### src/rtl/dice_pkg.sv
// Shared definitions for the dice roll controller: FSM encoding, default
// die geometry and a width helper for counters sized from parameters.
package dice_pkg;

   typedef enum logic [1:0] {
      IDLE = 2'd0,
      SPIN = 2'd1,
      DONE = 2'd2
   } state_t;

   localparam int DEF_FACES       = 6;
   localparam int DEF_SPIN_CYCLES = 4;

   // Bits needed to hold 0..n-1, never less than one.
   function automatic int clog2w(input int n);
      int w;
      w = 1;
      while ((1 << w) < n) w++;
      return w;
   endfunction

endpackage

### src/rtl/dice_mod_cnt.sv
// Free-running modulo-FACES counter producing the raw die face 0..FACES-1.
// It never stalls; only the synchronous reset returns it to zero.
module dice_mod_cnt
   import dice_pkg::*;
#(
   parameter int FACES = DEF_FACES,
   parameter int W     = clog2w(FACES)
) (
   input  logic         clk,
   input  logic         rst,
   output logic [W-1:0] cnt
);

   // NOTE: non-blocking assignments so every flop samples pre-edge values.
   always_ff @(posedge clk) begin
      if (rst) begin
         cnt <= '0;
      end else if (cnt == W'(FACES - 1)) begin
         cnt <= '0;
      end else begin
         cnt <= cnt + W'(1);
      end
   end

endmodule

### src/rtl/dice_roll_ctrl.sv
// Round-robin arbiter sharing one spinning die between N_REQ players.
// Optional build macro ROLL_SUM_EN adds the n_dice port and multi-die sums.
module dice_roll_ctrl
   import dice_pkg::*;
#(
   parameter int N_REQ       = 4,
   parameter int ID_W        = 2,
   parameter int FACES       = DEF_FACES,
   parameter int SPIN_CYCLES = DEF_SPIN_CYCLES,
   parameter int SUM_W       = 6
`ifdef ROLL_SUM_EN
   ,
   parameter int MAX_DICE    = 8,
   parameter int ND_W        = 3
`endif
) (
   input  logic             clk,
   input  logic             rst,
   input  logic [N_REQ-1:0] req,
   output logic [N_REQ-1:0] ack,
   output logic [ID_W-1:0]  grant_id,
   output logic             busy,
   output logic             valid,
   output logic [SUM_W-1:0] value
`ifdef ROLL_SUM_EN
   ,
   input  logic [ND_W-1:0]  n_dice
`endif
);

   localparam int CNT_W  = clog2w(FACES);
   localparam int SPIN_W = clog2w(SPIN_CYCLES);
   localparam int IDX_W  = ID_W + 1;
   localparam logic [SPIN_W-1:0] SPIN_LOAD = SPIN_W'(SPIN_CYCLES - 1);

   state_t             state, state_nxt;
   logic [CNT_W-1:0]   cnt;
   logic [SPIN_W-1:0]  spin_ctr, spin_nxt;
   logic [ID_W-1:0]    ptr, ptr_nxt, gid_nxt;
   logic [N_REQ-1:0]   ack_nxt;
   logic               valid_nxt;
   logic [SUM_W-1:0]   value_nxt;
   logic [SUM_W-1:0]   face;
   logic               rr_hit;
   logic [ID_W-1:0]    rr_pick;
   logic [IDX_W-1:0]   rr_idx;
   logic [IDX_W-1:0]   ptr_inc;

`ifdef ROLL_SUM_EN
   localparam int REM_W = clog2w(MAX_DICE);

   logic [SUM_W-1:0] acc, acc_nxt;
   logic [REM_W-1:0] dice_rem, rem_nxt;
   logic [REM_W-1:0] dice_first;
`endif

   dice_mod_cnt #(
      .FACES (FACES),
      .W     (CNT_W)
   ) u_cnt (
      .clk (clk),
      .rst (rst),
      .cnt (cnt)
   );

   assign face = SUM_W'(cnt) + SUM_W'(1);
   assign busy = (state != IDLE);

   // Circular search: first asserted request at or after ptr.
   always_comb begin
      rr_hit  = 1'b0;
      rr_pick = '0;
      rr_idx  = '0;
      for (int j = 0; j < N_REQ; j++) begin
         rr_idx = {1'b0, ptr} + IDX_W'(j);
         if (rr_idx >= IDX_W'(N_REQ)) rr_idx = rr_idx - IDX_W'(N_REQ);
         if (!rr_hit && req[rr_idx[ID_W-1:0]]) begin
            rr_hit  = 1'b1;
            rr_pick = rr_idx[ID_W-1:0];
         end
      end
   end

   always_comb begin
      ptr_inc = {1'b0, grant_id} + IDX_W'(1);
      if (ptr_inc >= IDX_W'(N_REQ)) ptr_inc = '0;
   end

`ifdef ROLL_SUM_EN
   // Remaining dice after the first: 0 counts as one die, excess is clamped.
   always_comb begin
      dice_first = '0;
      if (n_dice == '0) begin
         dice_first = '0;
      end else if (int'(n_dice) > MAX_DICE) begin
         dice_first = REM_W'(MAX_DICE - 1);
      end else begin
         dice_first = REM_W'(int'(n_dice) - 1);
      end
   end
`endif

   // NOTE: every output of this block is defaulted first so no latch is inferred.
   always_comb begin
      state_nxt = state;
      spin_nxt  = spin_ctr;
      gid_nxt   = grant_id;
      ptr_nxt   = ptr;
      value_nxt = value;
      ack_nxt   = '0;
      valid_nxt = 1'b0;
`ifdef ROLL_SUM_EN
      acc_nxt   = acc;
      rem_nxt   = dice_rem;
`endif

      unique case (state)
         IDLE: begin
            if (rr_hit) begin
               gid_nxt   = rr_pick;
               spin_nxt  = SPIN_LOAD;
               state_nxt = SPIN;
`ifdef ROLL_SUM_EN
               acc_nxt   = '0;
               rem_nxt   = dice_first;
`endif
            end
         end

         SPIN: begin
            if (spin_ctr != '0) begin
               spin_nxt = spin_ctr - SPIN_W'(1);
            end else begin
`ifdef ROLL_SUM_EN
               acc_nxt = acc + face;
               if (dice_rem != '0) begin
                  rem_nxt  = dice_rem - REM_W'(1);
                  spin_nxt = SPIN_LOAD;
               end else begin
                  value_nxt         = acc + face;
                  ack_nxt[grant_id] = 1'b1;
                  valid_nxt         = 1'b1;
                  state_nxt         = DONE;
               end
`else
               value_nxt         = face;
               ack_nxt[grant_id] = 1'b1;
               valid_nxt         = 1'b1;
               state_nxt         = DONE;
`endif
            end
         end

         DONE: begin
            ptr_nxt   = ptr_inc[ID_W-1:0];
            state_nxt = IDLE;
         end

         default: state_nxt = IDLE;
      endcase
   end

   always_ff @(posedge clk) begin
      if (rst) begin
         state    <= IDLE;
         spin_ctr <= '0;
         ptr      <= '0;
         grant_id <= '0;
         ack      <= '0;
         valid    <= 1'b0;
         value    <= '0;
`ifdef ROLL_SUM_EN
         acc      <= '0;
         dice_rem <= '0;
`endif
      end else begin
         state    <= state_nxt;
         spin_ctr <= spin_nxt;
         ptr      <= ptr_nxt;
         grant_id <= gid_nxt;
         ack      <= ack_nxt;
         valid    <= valid_nxt;
         value    <= value_nxt;
`ifdef ROLL_SUM_EN
         acc      <= acc_nxt;
         dice_rem <= rem_nxt;
`endif
      end
   end

endmodule

### config.mk
export PLATFORM = sky130hd
export DESIGN_NAME = dice_roll_ctrl
export DESIGN_NICKNAME = d
export VERILOG_FILES = /design/src/rtl/dice_pkg.sv /design/src/rtl/dice_mod_cnt.sv /design/src/rtl/dice_roll_ctrl.sv
export SDC_FILE = /design/constraint.sdc
export NUM_CORES = 1
export LEC_CHECK = 0
export BUFFER_PORTS_ARGS = -buffer_cell sky130_fd_sc_hd__buf_2
export CORE_AREA = 2 2 45 47
export DETAILED_ROUTE_END_ITERATION = 8
export DIE_AREA = 0 0 47 49
export GPL_ROUTABILITY_DRIVEN = 0
export HOLD_SLACK_MARGIN = 0.02
export PLACE_DENSITY = 0.76
export SKIP_CTS_REPAIR_TIMING = 1
export SYNTH_ARGS = -nofsm -noshare
export SYNTH_HDL_FRONTEND = slang
export SYNTH_SLANG_ARGS = --single-unit
export TNS_END_PERCENT = 10
### constraint.sdc
create_clock -name clk -period 2.7 [get_ports clk]
set_input_delay 0.675 -clock clk [delete_from_list [all_inputs] [get_ports clk]]
set_output_delay 0.675 -clock clk [all_outputs]
set_load 0.05 [all_outputs]
Yosys cells after proc, flatten, opt, wreduce, memory -nomap -nowiden. Cells that the tools add are included.

Add/sub/neg operators: 11. Order comparisons: 11. Equality and inequality tests: 6. Mux-type cells: 30. Bitwise gates (word level): 2. Reduce and logical (&&, ||, !) cells: 18.

Operators by type and width (count): two-way mux 2 bit (13); < comparator 2 x 3 -> 1 bit (second input constant) (5); >= comparator 3 bit (second input constant) (4); two-way mux 1 bit (10); subtractor 2 x 1 -> 2 bit (second input constant) (5); binary-select mux 1 bit (select 2 bit) (4); case mux 2 bit (2 select lines) (2); adder 2 x 1 -> 3 bit (second input constant) (2); adder 2 x 2 -> 3 bit (second input constant) (2); != test 2 bit (second input constant) (3); AND reduction 2 bit (3); nonzero test 2 bit (3); adder 3 x 1 -> 4 bit (second input constant) (1); logical AND 1 bit (4); OR reduction 2 bit (2); adder 3 x 1 -> 3 bit (second input constant) (1); equality test 3 bit (second input constant) (1); >= comparator 2 x 3 -> 1 bit (second input constant) (1); logical NOT 1 bit (3); AND reduction 3 bit (1); OR reduction 3 bit (1); demux 1 bit (select 2 bit) (1); equality test 2 x 1 -> 1 bit (second input constant) (1); equality test 2 bit (second input constant) (1); 3 further kinds (4).

Flip-flop bits (word level): 22. Input bits: 6. Output and inout bits: 14. Word-level logic and storage cells: 86.

Depth between registers and ports, before layout.
Word-level depth: 16. Depth in mapped cells: 6. Depth with buffers taken out: 5.

Cells and area by module. From an unflattened synthesis, not the netlist that was laid out.

Cell total of the unflattened synthesis: 96. Area total of the unflattened synthesis: 897.1 µm².

Modules (own cells, without submodules): dice_roll_ctrl (instances 1, cells each 84, area each 769.5 µm²); dice_mod_cnt (instances 1, cells each 12, area each 127.6 µm²).

Least setup slack after synthesis. OpenSTA, ideal clock, no wires.

Kind: input to register. From: input port req[0]. To: register grant_id[0]. Data arrival time: 1.557 ns. Data required time: 2.599 ns. Path slack: 1.042 ns. Stages: 3. Cells stage by stage: or4_4 a211o_1 o41ai_1.

Word-level cells in the longest chain between the ends: 13.

Ends and longest elaborated chain: start: declaration (line dice_roll_ctrl.sv:19) `input logic [N_REQ-1:0] req,`; binary-select mux 1 bit (select 2 bit) (line dice_roll_ctrl.sv:77) `if (!rr_hit && req[rr_idx[ID_W-1:0]]) begin`; two-way mux 1 bit (implied by the code) (line dice_roll_ctrl.sv:77); two-way mux 1 bit (line dice_roll_ctrl.sv:77); logical NOT 1 bit (line dice_roll_ctrl.sv:77); logical AND 1 bit (line dice_roll_ctrl.sv:77); two-way mux 1 bit (line dice_roll_ctrl.sv:77); logical NOT 1 bit (line dice_roll_ctrl.sv:77); logical AND 1 bit (line dice_roll_ctrl.sv:77); two-way mux 1 bit (line dice_roll_ctrl.sv:77); logical NOT 1 bit (line dice_roll_ctrl.sv:77); logical AND 1 bit (line dice_roll_ctrl.sv:77); two-way mux 1 bit (line dice_roll_ctrl.sv:77); AND reduction 2 bit (no source line); end signal: assignment (line dice_roll_ctrl.sv:180) `grant_id <= gid_nxt;`; end: declaration (line dice_roll_ctrl.sv:21) `output logic [ID_W-1:0] grant_id,`.

Parallel ways exist; a longest one is shown, timed or not. The select of a mux whose other input is x is not followed. A chain may end at the register's enable or synchronous reset.

Final worst setup path.
From: register state[1]. To: output port busy.

Word-level cells in the longest chain between the ends: 1.

Ends and longest elaborated chain: start: declaration (line dice_roll_ctrl.sv:36) `state_t state, state_nxt;`; start signal: assignment (line dice_roll_ctrl.sv:177) `state <= state_nxt;`; nonzero test 2 bit (line dice_roll_ctrl.sv:67) `assign busy = (state != IDLE);`; end: declaration (line dice_roll_ctrl.sv:22) `output logic busy,`.

Every way passes these cells.

==> out/results.ini <==
[clock_tree]
clock-sinks = 20
clock_latency_ps = 290
clk_path_buf_depth = 2
cts_made_buffers = 3
cts.reportedPaths.clkPinSlew_ps = 100
cts_root_buf = clkbuf_4
cts_tree = yes
htree_levels = 1

[synth]
synthTopCellsByArea = dfxtp_1 43%, ha_1 9.5%, nor2_1 5.3%, and2_1 3.4%, a21oi_1 2.7%
netlist-cell-type-count = 35
netlist_instances = 98
syn_area_sq_um = 926
yosys_warnings = 0
synth_largest_type_area_fraction_pct = 43.2
synth-seq-cells = 20
synth-edff-count = 0
synthArstFlopShare_pct = 0
seq_area_frac_synth_pct = 43.2
avgSynthCellArea_sq_um = 9.45
synth_top_cell_by_area = dfxtp_1
synthFlopType = dfxtp_1

[die]
die_area_sq_mm = 0.00230
start_util_pct = 50.3
num_io_pins = 20
die_w_um = 47
die_h_um = 49
rows = 16
coreArea_sq_mm = 0.00184

[detailed_routing]
num_vias = 690
routed_wl_um = 1510
drc = 0
ant_nets = 0
routedWlPerCell_um = 10.6
drtIter0Drc = 7
routed_via_density = 4.86
firstDrtPassIters = 4

[min_path]
hold_path.class = flop to flop
min_to = value[3]
min_from = value[3]
worstHoldPathCells = 2

[setup_path]
timing.rr.start = spin_ctr[0]
critPathMaxFanout = 6
worst_ep_arrival_time_ps = 1110
r2r_cells = 5
r2r_slack_ps = 1260
required_ps = 2030
cp-start-kind = flop
reg2reg_to = spin_ctr[0]
crit_type = flop to output port
crit_path_end_kind = output port

[place]
dpl.hpwl_um = 1110
io_buffer_count = 17

[finish]
drive_gt1_share_pct = 21.7
seq_area_sq_um = 400
fin_util_pct = 57.2
final_cell_mix = 20 x dfxtp_1, 17 x buf_2, 13 x nor2_1, 7 x ha_1, 6 x inv_1
synthToLayoutAreaGrowth_pct = 13.8
layout_commonest_cell = dfxtp_1
multi_input_area_sq_um = 475
fill_cells = 170
final_nets = 129
diodes = 0

[status]
status = complete, no violations

[flow_run]
drv_cap = 0

[timing]
finalSetupViolations = 0
fin_skew_ps = 3.92
post-route-period-util_pct = 66.0
slew_viol_final = 0
tns_ps = 0
rsz0062_at_grt = false
period_needed_ps = 1780
hold_viol_final = 0
fmax_mhz = 561

[global_route]
track_usage_pct = 15.1
grt_max_degree = 17
grt_pass1_wl_um = 2500
antenna_found_initial = 0
grt_overflow_total = 0
grt_pass1_vias = 578

[power_and_ir_drop]
irDropWorstVdd_uv = 271
powerDensity_mw_per_mm2 = 648
power_leakage_nw = 0.484

[cells by family after synthesis]
kind of cell | after synthesis | share of synthesized area [%]
AND/OR/NAND/NOR | 38 | 23.9
buffers and inverters | 11 | 5.81
AO/OA/AOI/OAI | 19 | 15.0
other | 1 | 0.405
flip-flops | 20 | 43.2
adder cells (fa/ha/maj) | 7 | 9.46
multiplexers | 2 | 2.16
[cell type report]
class                           instances  share of cell area, %
Inverter                                6                   2.14
Timing Repair Buffer                   17                   8.08
Clock buffer                            4                   3.44
Sequential cell                        20                   38.0
Multi-Input combinational cell         68                   45.1
Tap cell                               27                   3.21
[through the flow]
step | power, mW | hold slack (ps) | worst slack (ps) | cell area (sq um) | instances
2_1_floorplan | 0.486 | 445 | 1040 | 930 | 99
4_1_cts | 0.689 | 459 | 917 | 1050 | 142
3_5_place_dp | 0.522 | 444 | 871 | 1020 | 138
5_1_grt | 0.726 | 485 | 840 | 1050 | 142
3_3_place_gp | 0.518 | 442 | 889 | 1020 | 138
6_report | 0.682 | 454 | 919 | 1050 | 142
[cells in the mapped netlist, drive strengths merged, types with 2 or more instances]
master  count
ha          7
nand2       4
o21ai       2
a21oi       5
nor2       14
buf         4
nand2b      3
a311oi      2
a21o        2
dfxtp      20
a211oi      3
and2        6
mux2i       2
nor3b       2
inv         6
[sequential cells by signal (all words and copies together) (netlist names)]
name	flops
state	2
ptr	2
grant_id	2
spin_ctr	2
u_cnt.cnt	3
ack	4
value	4
valid	1
[routing by layer]
layer,routed length [um],global-route usage (%),vias up
met5,0,0,-
met3,45,3.33,2
li1,-,-,366
met2,706,23.1,18
met4,13,8.33,0
met1,740,18.9,304
[critical path, stage by stage, from the launching register on]
cell and delay (ps):
dfxtp_1 450, nor2_4 70, inv_1 50, buf_2 250
[report_power, final]
part           switching (mW)  total [mW]  internal (mW)  leakage [nW]
sequential             0.0217       0.343          0.321         0.164
clock                  0.0851       0.167         0.0822        0.0210
combinational           0.116       0.173         0.0561         0.299
total                   0.223       0.682          0.459         0.484
[worst max path at each step]
stage / depth (start not counted) / end / from / slack (ps)
floorplan: 3 / grant_id[0] / req[0] / 1040
finish: 3 / busy / state[1] / 920
global route: 3 / busy / state[1] / 840
CTS: 3 / busy / state[0] / 920
global placement: 4 / grant_id[0] / req[0] / 890
detailed placement: 4 / grant_id[0] / req[0] / 870
Power figures use the tool's default switching activity.
